### config.mk
export PLATFORM = sky130hd
export DESIGN_NAME = outerprodrc_ctrl
export DESIGN_NICKNAME = d
export VERILOG_FILES = /design/src/rtl/outerprodrc_ctrl_pkg.sv /design/src/rtl/outerprodrc_ctrl_idx.sv /design/src/rtl/outerprodrc_ctrl.sv
export SDC_FILE = /design/constraint.sdc
export NUM_CORES = 1
export LEC_CHECK = 0
export BUFFER_PORTS_ARGS = -buffer_cell sky130_fd_sc_hd__buf_2
export CORE_AREA = 3 3 129 106
export DETAILED_ROUTE_END_ITERATION = 10
export DIE_AREA = 0 0 132 109
export PLACE_DENSITY_LB_ADDON = 0.3
export SLEW_MARGIN = 20
export SYNTH_ARGS = -nofsm -noshare
export SYNTH_HDL_FRONTEND = slang
export SYNTH_SLANG_ARGS = --single-unit
### constraint.sdc
create_clock -name iClk -period 2.7 [get_ports iClk]
set_input_delay 0.54 -clock iClk [delete_from_list [all_inputs] [get_ports iClk]]
set_output_delay 0.54 -clock iClk [all_outputs]
set_load 0.02 [all_outputs]
### src/rtl/outerprodrc_ctrl_pkg.sv
// Shared definitions for the unary outer-product GEMM sequencer.
// Holds the controller state encoding, the unary stream period helper and
// the default width of tile counts / indices.
package outerprodrc_ctrl_pkg;

  localparam int DIMW_DEF = 8;

  typedef enum logic [2:0] {
    ST_IDLE  = 3'd0,
    ST_CLR   = 3'd1,
    ST_FETCH = 3'd2,
    ST_RUN   = 3'd3,
    ST_DRAIN = 3'd4,
    ST_OUT   = 3'd5,
    ST_DONE  = 3'd6
  } state_e;

  // A unary stream of b-bit precision needs 2^b cycles to represent a value.
  function automatic int runlen(input int bitwidth);
    return 32'sd1 << bitwidth;
  endfunction

endpackage

### src/rtl/outerprodrc_ctrl_idx.sv
// Nested tile/chunk index counter for the GEMM sequencer.
// k is the innermost (reduction chunk) index; tiles advance n fastest, then m.
// Ports:
//   clk, rst          clock, synchronous active-high reset
//   clear             force m=n=k=0 (new job)
//   inc_k             advance k, wrapping to 0 after the last chunk
//   inc_tile          advance to the next output tile (n fastest)
//   num_m/num_n/num_k latched job dimensions
//   m, n, k           current indices
//   last_k, last_tile current chunk / tile is the final one
module outerprodrc_ctrl_idx
  import outerprodrc_ctrl_pkg::*;
#(
  parameter int DIMW = DIMW_DEF
) (
  input  logic            clk,
  input  logic            rst,
  input  logic            clear,
  input  logic            inc_k,
  input  logic            inc_tile,
  input  logic [DIMW-1:0] num_m,
  input  logic [DIMW-1:0] num_n,
  input  logic [DIMW-1:0] num_k,
  output logic [DIMW-1:0] m,
  output logic [DIMW-1:0] n,
  output logic [DIMW-1:0] k,
  output logic            last_k,
  output logic            last_tile
);

  localparam logic [DIMW-1:0] IDX_ONE  = {{(DIMW-1){1'b0}}, 1'b1};
  localparam logic [DIMW-1:0] IDX_ZERO = {DIMW{1'b0}};

  logic [DIMW-1:0] m_r;
  logic [DIMW-1:0] n_r;
  logic [DIMW-1:0] k_r;
  logic            last_m_s;
  logic            last_n_s;

  assign last_m_s  = (m_r == (num_m - IDX_ONE));
  assign last_n_s  = (n_r == (num_n - IDX_ONE));
  assign last_k    = (k_r == (num_k - IDX_ONE));
  assign last_tile = last_m_s && last_n_s;

  assign m = m_r;
  assign n = n_r;
  assign k = k_r;

  // Index registers: clear wins over any increment.
  always_ff @(posedge clk) begin
    if (rst || clear) begin
      m_r <= IDX_ZERO;
      n_r <= IDX_ZERO;
      k_r <= IDX_ZERO;
    end else begin
      if (inc_k) begin
        k_r <= last_k ? IDX_ZERO : (k_r + IDX_ONE);
      end
      if (inc_tile) begin
        if (last_n_s) begin
          n_r <= IDX_ZERO;
          m_r <= last_m_s ? IDX_ZERO : (m_r + IDX_ONE);
        end else begin
          n_r <= n_r + IDX_ONE;
        end
      end
    end
  end

endmodule

### src/rtl/outerprodrc_ctrl.sv
// Sequencer for the unary outer-product GEMM array.
// Walks the M x N output tiles, and for each tile the K reduction chunks:
// fetch operands, stream them through the array for 2^BITWIDTH cycles,
// let the array pipeline drain, then hand the tile out via valid/ready.
// Ports:
//   iClk, iRst                     clock, synchronous active-high reset
//   iStart, iNumM/N/K              job start and dimensions (latched on start)
//   oBusy, oDone                   job in progress / one-cycle completion pulse
//   oFetchReq, oFetchM/N/K         operand chunk request and its indices
//   iFetchAck                      operand chunk delivered
//   oArrClr, oArrLoad, oArrEn      array accumulator clear, operand load, enable
//   oOutValid, iOutReady, oOutM/N  finished-tile handshake and tile indices
// All outputs are registered (decoded from the next state) except oArrLoad,
// which must coincide with the cycle the fetch is acknowledged.
module outerprodrc_ctrl
  import outerprodrc_ctrl_pkg::*;
#(
  parameter int BITWIDTH  = 8,
  parameter int DIMW      = DIMW_DEF,
  parameter int DRAIN_CYC = 2
) (
  input  logic            iClk,
  input  logic            iRst,
  input  logic            iStart,
  input  logic [DIMW-1:0] iNumM,
  input  logic [DIMW-1:0] iNumN,
  input  logic [DIMW-1:0] iNumK,
  output logic            oBusy,
  output logic            oDone,
  output logic            oFetchReq,
  output logic [DIMW-1:0] oFetchM,
  output logic [DIMW-1:0] oFetchN,
  output logic [DIMW-1:0] oFetchK,
  input  logic            iFetchAck,
  output logic            oArrClr,
  output logic            oArrLoad,
  output logic            oArrEn,
  output logic            oOutValid,
  input  logic            iOutReady,
  output logic [DIMW-1:0] oOutM,
  output logic [DIMW-1:0] oOutN
);

  localparam int                  RUNLEN     = runlen(BITWIDTH);
  localparam logic [BITWIDTH-1:0] STREAM_END = BITWIDTH'(RUNLEN - 1);
  localparam logic [BITWIDTH-1:0] STREAM_ONE = {{(BITWIDTH-1){1'b0}}, 1'b1};
  localparam logic [3:0]          DRAIN_END  = 4'(DRAIN_CYC - 1);
  localparam logic [DIMW-1:0]     IDX_ZERO   = {DIMW{1'b0}};

  state_e          state_r;
  state_e          state_nxt_s;
  logic [DIMW-1:0] num_m_r;
  logic [DIMW-1:0] num_n_r;
  logic [DIMW-1:0] num_k_r;
  logic [BITWIDTH-1:0] stream_cnt_r;
  logic [3:0]      drain_cnt_r;
  logic            latch_s;
  logic            clear_idx_s;
  logic            inc_k_s;
  logic            inc_tile_s;
  logic            last_k_s;
  logic            last_tile_s;
  logic [DIMW-1:0] m_s;
  logic [DIMW-1:0] n_s;
  logic [DIMW-1:0] k_s;
  logic            busy_r;
  logic            done_r;
  logic            fetch_req_r;
  logic            clr_r;
  logic            en_r;
  logic            out_valid_r;

  outerprodrc_ctrl_idx #(
    .DIMW (DIMW)
  ) u_idx (
    .clk       (iClk),
    .rst       (iRst),
    .clear     (clear_idx_s),
    .inc_k     (inc_k_s),
    .inc_tile  (inc_tile_s),
    .num_m     (num_m_r),
    .num_n     (num_n_r),
    .num_k     (num_k_r),
    .m         (m_s),
    .n         (n_s),
    .k         (k_s),
    .last_k    (last_k_s),
    .last_tile (last_tile_s)
  );

  // Next-state and index-control decode.
  always_comb begin
    state_nxt_s = state_r;
    latch_s     = 1'b0;
    clear_idx_s = 1'b0;
    inc_k_s     = 1'b0;
    inc_tile_s  = 1'b0;
    case (state_r)
      ST_IDLE: begin
        if (iStart) begin
          latch_s     = 1'b1;
          clear_idx_s = 1'b1;
          // An empty job completes immediately without touching the array.
          if ((iNumM == IDX_ZERO) || (iNumN == IDX_ZERO) || (iNumK == IDX_ZERO)) begin
            state_nxt_s = ST_DONE;
          end else begin
            state_nxt_s = ST_CLR;
          end
        end else begin
          state_nxt_s = ST_IDLE;
        end
      end
      ST_CLR: begin
        state_nxt_s = ST_FETCH;
      end
      ST_FETCH: begin
        if (iFetchAck) begin
          state_nxt_s = ST_RUN;
        end else begin
          state_nxt_s = ST_FETCH;
        end
      end
      ST_RUN: begin
        if (stream_cnt_r == STREAM_END) begin
          inc_k_s = 1'b1;
          if (last_k_s) begin
            state_nxt_s = ST_DRAIN;
          end else begin
            state_nxt_s = ST_FETCH;
          end
        end else begin
          state_nxt_s = ST_RUN;
        end
      end
      ST_DRAIN: begin
        if (drain_cnt_r == DRAIN_END) begin
          state_nxt_s = ST_OUT;
        end else begin
          state_nxt_s = ST_DRAIN;
        end
      end
      ST_OUT: begin
        if (iOutReady) begin
          inc_tile_s = 1'b1;
          if (last_tile_s) begin
            state_nxt_s = ST_DONE;
          end else begin
            state_nxt_s = ST_CLR;
          end
        end else begin
          state_nxt_s = ST_OUT;
        end
      end
      ST_DONE: begin
        state_nxt_s = ST_IDLE;
      end
      default: begin
        state_nxt_s = ST_IDLE;
      end
    endcase
  end

  // State register and job-dimension latch.
  always_ff @(posedge iClk) begin
    if (iRst) begin
      state_r <= ST_IDLE;
      num_m_r <= IDX_ZERO;
      num_n_r <= IDX_ZERO;
      num_k_r <= IDX_ZERO;
    end else begin
      state_r <= state_nxt_s;
      if (latch_s) begin
        num_m_r <= iNumM;
        num_n_r <= iNumN;
        num_k_r <= iNumK;
      end
    end
  end

  // Stream-period and drain counters; both idle at zero outside their state.
  always_ff @(posedge iClk) begin
    if (iRst) begin
      stream_cnt_r <= {BITWIDTH{1'b0}};
      drain_cnt_r  <= 4'd0;
    end else begin
      stream_cnt_r <= (state_r == ST_RUN)   ? (stream_cnt_r + STREAM_ONE) : {BITWIDTH{1'b0}};
      drain_cnt_r  <= (state_r == ST_DRAIN) ? (drain_cnt_r + 4'd1)        : 4'd0;
    end
  end

  // Registered control outputs, decoded from the state being entered so they
  // line up with that state's cycle.
  always_ff @(posedge iClk) begin
    if (iRst) begin
      busy_r      <= 1'b0;
      done_r      <= 1'b0;
      fetch_req_r <= 1'b0;
      clr_r       <= 1'b0;
      en_r        <= 1'b0;
      out_valid_r <= 1'b0;
    end else begin
      busy_r      <= (state_nxt_s != ST_IDLE);
      done_r      <= (state_nxt_s == ST_DONE);
      fetch_req_r <= (state_nxt_s == ST_FETCH);
      clr_r       <= (state_nxt_s == ST_CLR);
      en_r        <= (state_nxt_s == ST_RUN);
      out_valid_r <= (state_nxt_s == ST_OUT);
    end
  end

  assign oBusy     = busy_r;
  assign oDone     = done_r;
  assign oFetchReq = fetch_req_r;
  assign oArrClr   = clr_r;
  assign oArrEn    = en_r;
  assign oOutValid = out_valid_r;
  assign oArrLoad  = (state_r == ST_FETCH) && iFetchAck;
  // Index registers only move on state transitions, so they are already
  // stable for the whole FETCH / OUT window.
  assign oFetchM   = m_s;
  assign oFetchN   = n_s;
  assign oFetchK   = k_s;
  assign oOutM     = m_s;
  assign oOutN     = n_s;

endmodule

==> metrics.csv <==
stage,metric,value,unit
placed_design,globalplace.congestion,0.814,
timing,finalSetupViolations,0,
floorplan,die_area,14400,um2
setup_path,r2r_cells,9,
setup_path,critPathMaxFanout,6,
routing,via_per_inst,4.81,
min_path,min_from,stream_cnt_r[0],
timing,fin_crit_sh,96.5,%
setup_path,timing.rr.end,oFetchReq,
global_route,grt-ovfl-total,0,
global_route,grt.total_usage,13.6,%
yosys,synth_most_common_cell,nand2_1,
yosys,synth_area_leaders,"dfxtp_1 37%, nand2_1 7.3%, xor2_1 5.9%, xnor2_1 5.6%, a21oi_1 4.6%",
timing,fmax,384,MHz
yosys,yosys_warnings,0,
timing,min_period,2600,ps
cells_and_area,nFillCells,1304,
yosys,synth_common_cells,"72 x nand2_1, 69 x dfxtp_1, 44 x nor2_1, 34 x a21oi_1, 25 x xor2_1",
clock_tree,holdBufCountCts,0,
clock_tree,cts.htree.levels,3,
clock_tree,cts_tree,done,
global_route,grt_pass1_wl,15.7,mm
placed_design,hpwlAfterDp,7.29,mm
timing,hold_ws,448,ps
yosys,synth_edf_count,0,
yosys,synth_seq_area_share,37.1,%
clock_tree,cts_sinks,69,
floorplan,rows,36,
floorplan,fp.coreArea,12300,um2
routing,dr.pass1.iters,6,
setup_path,arrival,2830,ps
setup_path,crit_chain,inv_1 > ha_1 > or3b_2 > nor3_2 > xnor2_1 > o2111ai_2 > or3b_4 > o211a_4 > and3b_1,
floorplan,fp.dieW,132,um
floorplan,io_pins,76,
placed_design,io_buffers,75,
timing,finalHoldViolCount,0,
setup_path,end_kind,flip-flop,
yosys,synth_fa_ha_area_share,3.02,%
routing,drcViolationCount,0,
yosys,synthMuxAreaShare,0.269,%
setup_path,required,2930,ps
routing,wl_per_cell,13.7,um
clock_tree,clk_pin_slew_worst_paths,60,ps
clock_tree,clk_path_buf_depth,2,
global_route,busiest_layer,met2,
yosys,ys_types,54,
setup_path,r2r_start,num_m_r[0],
yosys,yosys.area_share.simple,28.8,%
global_route,grt_pass1_vias,3157,
floorplan,start_util,30.3,%
global_route,grt_use_met3,4.11,%
yosys,synth-async-reset-ratio,0,%
power_and_ir_drop,finalPower,2770,uW
yosys,synthXorXnorAreaFrac,11.5,%
timing,slew_violations,0,
yosys,synth-compound-area-share,12.9,%
timing,relSlewSlack,67.6,%
routing,routed_wl,9.62,mm
timing,rsz0062_at_grt,true,
yosys,synth-seq-cells,69,
setup_path,r2r_slack,100,ps
power_and_ir_drop,p_leak,0.00187,uW
setup_path,cp_slowest_cell,or3b_2,
global_route,antenna_found_initial,0,
yosys,synth_cells,459,
yosys,syn-num-nets,497,
power_and_ir_drop,powerDensity,602,nW/um2
cells_and_area,syn2layout_area_growth,23.5,%
timing,fin_skew,6.75,ps
power_and_ir_drop,irDropWorstVdd,0.320,mV
timing,fin_setup_tns,0,ps
global_route,grt_util_met1,18.7,%
routing,drtAntennaViolNets,0,
global_route,grt_max_degree,30,
cells_and_area,multi_input_area,2150,um2
timing,tightest_slew,481,ps
clock_tree,clk_latency,330,ps
setup_path,cpPeakStageDelay,490,ps
setup_path,path_class,flip-flop to flip-flop,
cells_and_area,final_layout_size_suffix_gt1_share,24.2,%
cells_and_area,regArea,1380,um2
yosys,avgSynthCellArea,8.12,um2
cells_and_area,finalNetCount,566,
clock_tree,cts_buffers,9,
run,drv_cap,0,
clock_tree,ctsRootBufferMaster,clkbuf_16,
run_status,status,"finished, final reports clean",
setup_path,startpoint_type,flip-flop,
yosys,netlist_area,3720,um2
yosys,synth_top_cell_by_area,dfxtp_1,
floorplan,die_h,109,um
routing,vias,3387,
yosys,synth_top_area_share,37.1,%
min_path,whs_path_depth,1,
yosys,synth_top_family_by_area,simple AND/OR/NAND/NOR gates,
cells_and_area,antenna_cells,0,
min_path,hold_end,stream_cnt_r[0],
global_route,met2_usage,20.7,%
yosys,yosys_most_used_dff,dfxtp_1,
min_path,hold_path.class,flip-flop to flip-flop,
routing,drtIter0Drc,124,
==> stage by stage <==
step / worst slack [ps] / instance area [um2] / utilization (%) / instances
global placement: 137 / 4260 / 34.6 / 688
CTS: 72.4 / 4560 / 37.1 / 704
finish: 95.1 / 4600 / 37.4 / 704
floorplan: 9.96 / 3720 / - / 459
detailed placement: -43.1 / 4260 / 34.6 / 688
global route: -64.7 / 4600 / 37.4 / 704
==> timing repair <==
item | 4_1_cts | 5_1_grt
gates resized for setup | 1 | 8
pin swaps | 0 | 1
setup buffers | 0 | 0
setup endpoints to repair | 4 | 11
==> cells by family after synthesis <==
logic type | count (synthesis)
mux | 1
xor+xnor | 49
fa+ha+maj | 9
compound gates | 74
flops | 69
buf+inv | 47
simple gates | 210
==> final cells by class <==
type	count	area share [%]
multi-input cells	343	46.8
inverters	14	1.14
well taps	171	4.65
clock inverters	6	1.36
flip-flops and latches	69	30.0
clock buffers	10	5.19
repair buffers	91	10.9
==> flip-flops by register name, summed over array words and instances, names as in the netlist, 3 cells and up <==
| signal | cells |
|---|---|
| u_idx.m | 8 |
| u_idx.k | 8 |
| state_r | 3 |
| u_idx.n | 8 |
| num_n_r | 8 |
| num_k_r | 8 |
| num_m_r | 8 |
| drain_cnt_r | 4 |
| stream_cnt_r | 8 |
==> worst max-delay path, delay by kind of cell (launching register included) <==
kind                       cells  cell delay (ps)
and+or+nand+nor                4             1280
AOI/OAI and AO/OA              2              440
DFF                            1              350
adders and majority gates      1              200
xor gates and xnor gates       1              150
buffers and inverters          1               70
==> placed cells by master (no fill, tap or decap), types with 3 or more instances in the layout <==
master,netlist,final
buf_2,1,75
nand2_1,72,72
dfxtp_1,69,69
nor2_1,44,43
a21oi_1,34,33
xor2_1,25,25
xnor2_1,24,24
buf_4,16,15
inv_1,14,14
nand3_1,14,14
nor4_1,10,9
and3_1,9,9
clkbuf_16,0,9
nor3_1,9,8
nand4_1,8,8
ha_1,9,8
o31ai_1,7,7
or4_1,7,7
nor2b_1,6,6
nand2b_1,4,4
o21ai_0,4,4
nand3b_1,4,4
or2_2,3,3
or3_1,3,3
a31oi_1,3,3
or3b_2,3,3
clkinvlp_4,0,3
==> routing by layer <==
metal / vias to the layer above / share of wire [%] / wire length (um)
li1: 1713 / - / -
met1: 1581 / 51 / 4870
met2: 83 / 43 / 4140
met3: 10 / 5.2 / 504
met4: 0 / 1.0 / 97
met5: - / 0 / 0
==> power by group <==
part | leakage, uW | switching [uW] | internal (uW)
sequential | 0.000560 | 56.2 | 1070
combinational | 0.00117 | 262 | 200
clock | 0.000140 | 450 | 736
==> worst max-delay path by stage <==
stage          depth (start not counted)  slack (ps)        end       start
4_1_cts                                9          70  oFetchReq  num_m_r[0]
6_report                               9         100  oFetchReq  num_m_r[0]
3_3_place_gp                          10         140     oArrEn  num_k_r[0]
2_1_floorplan                         11          10  oFetchReq  num_n_r[0]
5_1_grt                                9         -60      oBusy  num_m_r[0]
3_5_place_dp                          10         -40     oArrEn  num_k_r[0]
Note: power is estimated with default switching activity, not from simulation.
